**config.mk**
```make
export PLATFORM = sky130hd
export DESIGN_NAME = sys_pio_in
export DESIGN_NICKNAME = d
export VERILOG_FILES = /design/src/rtl/sys_pio_pkg.sv /design/src/rtl/sys_pio_sync.sv /design/src/rtl/sys_pio_in.sv
export SDC_FILE = /design/constraint.sdc
export NUM_CORES = 1
export LEC_CHECK = 0
export ABC_AREA = 1
export BUFFER_PORTS_ARGS = -buffer_cell sky130_fd_sc_hd__buf_2
export CAP_MARGIN = 20
export CORE_MARGIN = 2
export CORE_UTILIZATION = 45
export CTS_CLUSTER_DIAMETER = 30
export DETAILED_ROUTE_END_ITERATION = 10
export GPL_TIMING_DRIVEN = 0
export PLACE_DENSITY_LB_ADDON = 0.08
export SKIP_CTS_REPAIR_TIMING = 1
export SLEW_MARGIN = 20
export SYNTH_ARGS = -nofsm -noshare
export SYNTH_HDL_FRONTEND = slang
export SYNTH_SLANG_ARGS = --single-unit
```
**constraint.sdc**
```tcl
create_clock -name clk -period 1.33 [get_ports clk]
set_clock_uncertainty 0.15 [all_clocks]
set_input_delay 0.133 -clock clk [delete_from_list [all_inputs] [get_ports clk]]
set_output_delay 0.133 -clock clk [all_outputs]
set_load 0.1 [all_outputs]
```
**src/rtl/sys_pio_pkg.sv**
```systemverilog
// Shared constants for the PIO input block: register addresses and edge selection.
package sys_pio_pkg;

  typedef enum logic [1:0] {
    EDGE_RISING  = 2'd0,
    EDGE_FALLING = 2'd1,
    EDGE_ANY     = 2'd2
  } edge_type_e;

  localparam logic [2:0] ADDR_DATA     = 3'd0;
  localparam logic [2:0] ADDR_IRQ_MASK = 3'd2;
  localparam logic [2:0] ADDR_EDGE_CAP = 3'd3;

endpackage

```
**src/rtl/sys_pio_sync.sv**
```systemverilog
// Multi-flop synchronizer for a bus of independent asynchronous bits.
// Each bit is synchronized on its own; no cross-bit coherency is implied.
module sys_pio_sync #(
  parameter int unsigned WIDTH  = 32,
  parameter int unsigned STAGES = 2
) (
  input  logic             clk,
  input  logic             reset_n,
  input  logic [WIDTH-1:0] d_i,
  output logic [WIDTH-1:0] q_o
);

  logic [WIDTH-1:0] stage_q [STAGES];

  always_ff @(posedge clk or negedge reset_n) begin
    if (!reset_n) begin
      for (int i = 0; i < STAGES; i++) stage_q[i] <= '0;
    end else begin
      stage_q[0] <= d_i;
      for (int i = 1; i < STAGES; i++) stage_q[i] <= stage_q[i-1];
    end
  end

  assign q_o = stage_q[STAGES-1];

endmodule

```
**src/rtl/sys_pio_in.sv**
```systemverilog
// Avalon-MM parallel input port with per-bit edge capture and masked level interrupt.
// Reads return one cycle after the request; edges reach EDGE_CAPTURE SYNC_STAGES+1 cycles after sampling.
module sys_pio_in
  import sys_pio_pkg::*;
#(
  parameter int unsigned WIDTH       = 32,
  parameter edge_type_e  EDGE_TYPE   = EDGE_RISING,
  parameter int unsigned SYNC_STAGES = 2
) (
  input  logic             clk,
  input  logic             reset_n,
  input  logic [2:0]       address,
  input  logic             chipselect,
  input  logic             write_n,
  input  logic [31:0]      writedata,
  output logic [31:0]      readdata,
  input  logic [WIDTH-1:0] in_port,
  output logic             irq
);

  logic [WIDTH-1:0] sync_in;
  logic [WIDTH-1:0] sync_d_q;
  logic [WIDTH-1:0] edge_detect;
  logic [WIDTH-1:0] edge_cap_q, edge_cap_d;
  logic [WIDTH-1:0] irq_mask_q, irq_mask_d;
  logic [31:0]      readdata_q, readdata_d;
  logic             wr_stb, rd_stb;

  sys_pio_sync #(
    .WIDTH  (WIDTH),
    .STAGES (SYNC_STAGES)
  ) u_sync (
    .clk     (clk),
    .reset_n (reset_n),
    .d_i     (in_port),
    .q_o     (sync_in)
  );

  assign wr_stb = chipselect && !write_n;
  assign rd_stb = chipselect && write_n;

  always_comb begin
    edge_detect = '0;
    case (EDGE_TYPE)
      EDGE_RISING:  edge_detect = sync_in & ~sync_d_q;
      EDGE_FALLING: edge_detect = ~sync_in & sync_d_q;
      EDGE_ANY:     edge_detect = sync_in ^ sync_d_q;
      default:      edge_detect = '0;
    endcase
  end

  always_comb begin
    edge_cap_d = edge_cap_q;
    irq_mask_d = irq_mask_q;
    readdata_d = '0;
    if (wr_stb && address == ADDR_EDGE_CAP) edge_cap_d = edge_cap_q & ~writedata[WIDTH-1:0];
    // New edges are ORed in after the clear so a coincident edge is never lost.
    edge_cap_d = edge_cap_d | edge_detect;
    if (wr_stb && address == ADDR_IRQ_MASK) irq_mask_d = writedata[WIDTH-1:0];
    if (rd_stb) begin
      case (address)
        ADDR_DATA:     readdata_d = 32'(sync_in);
        ADDR_IRQ_MASK: readdata_d = 32'(irq_mask_q);
        ADDR_EDGE_CAP: readdata_d = 32'(edge_cap_q);
        default:       readdata_d = '0;
      endcase
    end
  end

  always_ff @(posedge clk or negedge reset_n) begin
    if (!reset_n) begin
      sync_d_q   <= '0;
      edge_cap_q <= '0;
      irq_mask_q <= '0;
      readdata_q <= '0;
    end else begin
      sync_d_q   <= sync_in;
      edge_cap_q <= edge_cap_d;
      irq_mask_q <= irq_mask_d;
      readdata_q <= readdata_d;
    end
  end

  assign readdata = readdata_q;
  assign irq      = |(edge_cap_q & irq_mask_q);

endmodule

```
Word-level counts from Yosys, hierarchy flattened

Cells that the tools add are included.

Register bits: 192
Input port bits: 71
Word-level logic and storage cells: 24

Equality and inequality tests: 2
Multiplexer cells: 3
Bitwise logic cells: 6
Reduce and logical (&&, ||, !) cells: 7

Operators with widths:

| operator             | number |
|---|---|
| $and A32 B32 Y32     | 3 |
| $pmux W32 S3         | 1 |
| $mux W32             | 2 |
| $not A32 Y32         | 2 |
| $or A32 B32 Y32      | 1 |
| $reduce_or A32 Y1    | 1 |
| $eq A3 B2 Y1 const B | 2 |
| $logic_and A1 B1 Y1  | 4 |
| $logic_not A3 Y1     | 1 |
| $logic_not A1 Y1     | 1 |

Logic depth before layout (Yosys ltp)

Word-level depth: 5
Mapped depth: 9
Gate-level depth less buffers: 7

Hierarchy

A second synthesis with hierarchy kept.

Cells, all modules: 787
Area, all modules: 7505.9 µm²

Modules (own cells, without submodules):

| module       | instances | cells each | area an instance (µm²) |
|---|---|---|---|
| sys_pio_in   | 1         | 691        | 5664.2 |
| sys_pio_sync | 1         | 96         | 1841.8 |

Worst setup path before layout

OpenSTA, ideal clock, no wires.

Kind: flip-flop to output port
From: register irq_mask_q[28]
To: output port irq
Data arrival time: 1239 ps
Data required time: 1047 ps
Setup slack: -192 ps
Cell stages (with the launch flop): 7
Buffers on the path: 0
Cell sequence: dfrtp_1 -> nand2_1 -> nand2_1 -> nor2_1 -> nand2_1 -> nor2_1 -> nand2_1

Word-level cells in the longest chain between the ends: 2

RTL lines:

| what                     | line             | text |
|---|---|---|
| start: declaration       | sys_pio_in.sv:25 | `logic [WIDTH-1:0] irq_mask_q, irq_mask_d;` |
| start signal: assignment | sys_pio_in.sv:79 | `irq_mask_q <= irq_mask_d;` |
| $and A32 B32 Y32         | sys_pio_in.sv:85 | `assign irq = \|(edge_cap_q & irq_mask_q);` |
| $reduce_or A32 Y1        | sys_pio_in.sv:85 |  |
| end: declaration         | sys_pio_in.sv:18 | `output logic irq` |

No other way between the ends.

Final worst setup path

From: register edge_cap_q[26]
To: output port irq

Word-level cells in the longest chain between the ends: 2

RTL lines:

| what                     | line             | text |
|---|---|---|
| start: declaration       | sys_pio_in.sv:24 | `logic [WIDTH-1:0] edge_cap_q, edge_cap_d;` |
| start signal: assignment | sys_pio_in.sv:78 | `edge_cap_q <= edge_cap_d;` |
| $and A32 B32 Y32         | sys_pio_in.sv:85 |  |
| $reduce_or A32 Y1        | sys_pio_in.sv:85 |  |

No other way between the ends.

==> reports/summary.txt <==
Synth Area in Compound Gates: 0
WP data arrival: 1.65 ns
buffer levels on the longest clock path: 2
cts bufs inserted: 17
# nets final: 1,018
Hold Slack: -0.4654 ns
Detailed Place HPWL: 12,190 um
WL met3: 1132 um
Final period util: 1.452
Via density: 4.920
gr ovfl total: 0
Clock Sinks: 192
syn nets: 826
root buffer cell: clkbuf_16
CP max stage delay: 0.41 ns
total power: 13.41 mW
leak pwr: 5.053 nW
number of fill cells in the layout: 1,340
initial core utilization: 0.4603
Synth Area in XOR/XNOR: 0
post-synth cell types: 19
Area Overhead vs Synth: 32.53%
CTS tree: built
CP cell instances: nand2_1 > nand2_1 > nor2_2 > nand2_1 > nor2_2 > nand2_4 > buf_12
Total Wirelength: 18,830 um
crit path time final: 1.932 ns
latest clock arrival within the worst-skew pair: 0.44 ns
Max H-tree Level: 4
Clk pin slew, worst setup/hold paths: 0.07 ns
Max-slew headroom: 0.5426
kind of critical path: flip-flop to primary output
multiplexer share of the synthesized area: 0
WL met1: 8314 um
Cell Rows: 46
Synth Area per Inst: 9.650 um2
met2 WL: 9073 um
routability congestion estimate: 0.9114
pin count of the biggest net entering global routing: 106
WP data required: 1.05 ns
total number of vias: 5,786
first-pass GRT wire length: 29,840 um
Synth area leader: dfrtp_1
Peak supply drop: 1168 uV
Worst-Margin Slew: 0.6860 ns
crit-path max FO: 3
Slew Viols, Final: 0
Post-DRT Antenna Nets: 0
fraction of the yosys area taken by sequential cells: 0.6595
pre-CTS setup slack: -0.2874 ns
WL/cell: 16.01 um
failing checks: hold timing, setup timing
Synth top area share: 0.6595
initial antenna violation count: 0
# DRC: 0
RSZ-0062 raised after global routing: true
max cap viols: 0
Antenna Cells: 0
number of top-level pins: 104
leading post-synthesis cells by cell area: dfrtp_1 66%, nand2_1 14%, nand3_1 8.8%
die height: 131.2 um
Setup crit start kind: flip-flop
Post-Syn Area: 7286 um2
post-synthesis simple-gate area fraction: 0.2744
die width: 131.2 um
largest family of logic cells by synthesized area: simple AND/OR/NAND/NOR gates
core area: 15,830 um2
top sig layer: met4
Synth Area in Adders: 0
Setup TNS: -0.6016 ns
Most common cell on crit path: nand2_1
pwr dens: 1389 nW/um2
layout cells sized above 1: 0.1865
Post-Syn Instances: 755
Finish-stage setup viols: 1
setup ws final: -0.6016 ns
final-report hold violation count: 88
outcome: finished, violations left
Critical Path Sink Type: primary output
Die ar.: 17,220 um2
Hold Path Class: input pin to async pin
Fmax: 517.7 MHz
Yosys warning count: 0
vias in the first global route: 5,759
CP max-delay cell: dfrtp_1
Tot GR Track Use: 0.2237
DR pass1 iterations: 5
flops & latches, synth: 192
IO Port Bufs: 101
initial drt markers: 481
cell usage in the layout, fill, tap and decap left out, drive strengths merged:
master	netlist	final
clkinv	0	2
buf	28	135
dfrtp	192	192
inv	69	71
bufinv	0	3
dlygate4sd3	0	66
clkbuf	11	31
clkinvlp	0	5
nand2	280	280
nand3	128	128
nand4	32	32
nor3	1	1
nor2	14	14
metal layers:
| metal | vias up | GRT usage |
|---|---|---|
| met5 | - | 0 |
| met4 | 0 | 0.08514 |
| met3 | 32 | 0.06134 |
| met2 | 219 | 0.3503 |
| met1 | 2768 | 0.2995 |
| li1 | 2767 | - |
cells by family (layout without fill, tap and decap cells):
kind of cell	count (synthesis)	in the layout
buffers and inverters	108	313
DFF	192	192
and+or+nand+nor	455	455
worst paths after layout:
| check | from | endpoint | slack (ns) | cells after the start |
|---|---|---|---|---|
| setup / recovery | edge_cap_q[26] | irq | -0.60 | 7 |
| hold / removal | reset_n | sync_d_q[27] | -0.47 | 1 |
| setup reg to reg | edge_cap_q[24] | readdata[24] | 0.28 | 5 |
| hold reg to reg | u_sync.stage_q[48] | u_sync.q_o[16] | 0.19 | 0 |
| max in group asynchronous | reset_n | u_sync.q_o[11] | 0.57 | 2 |
| min in group clk | address[2] | edge_cap_q[0] | -0.05 | 5 |
power breakdown:
| group | internal, mW | total, mW | switching (mW) | leakage, nW |
|---|---|---|---|---|
| Combinational | 0.608 | 1.66 | 1.05 | 2.52 |
| Sequential | 6.25 | 6.52 | 0.269 | 2.26 |
| Clock | 3.02 | 5.23 | 2.22 | 0.279 |
stage by stage:
stage          hold slack (ns)  utilization  cells  cell area (um2)
2_1_floorplan          -0.3126            -    755             7293
3_3_place_gp           0.09100       0.5098   1072             8069
3_5_place_dp           0.03857       0.5122   1073             8107
4_1_cts                -0.4328       0.5504   1105             8712
5_1_grt                -0.4142       0.6100   1176             9656
6_report               -0.4654       0.6100   1176             9656
registers in the layout (all words and copies together) (netlist names):
signal / cells
u_sync.stage_q: 32
irq_mask_q: 32
u_sync.q_o: 32
edge_cap_q: 32
readdata: 32
sync_d_q: 32
worst max-delay path, delay by kind of cell (launching register included):
kind | cells | cell delay, ns
buffers and inverters | 1 | 0.17
flip-flops | 1 | 0.41
AND/OR/NAND/NOR | 6 | 0.63
area by class of cell:
class                           instances  area [um2]  share of cell area
Inverter                               69       264.0             0.02734
Multi-Input combinational cell        455        2024              0.2097
Sequential cell                       192        4805              0.4976
Tap cell                              216       270.3             0.02799
Timing Repair Buffer                  173        1469              0.1521
Buffer                                 39       217.7             0.02255
Clock inverter                         12       158.9             0.01646
Clock buffer                           20       446.7             0.04626
synth_stat cells:
cell,count
nor2_8,1
nand3_1,128
nand2_4,1
nand2_1,278
nor2_1,10
inv_4,2
nand4_1,32
buf_6,3
buf_4,9
clkbuf_1,11
nor2_2,2
nor3_4,1
dfrtp_1,192
nand2_2,1
buf_1,4
inv_2,1
inv_1,66
nor2_4,1
buf_2,12
No activity file was read; power rests on OpenSTA's default activity.
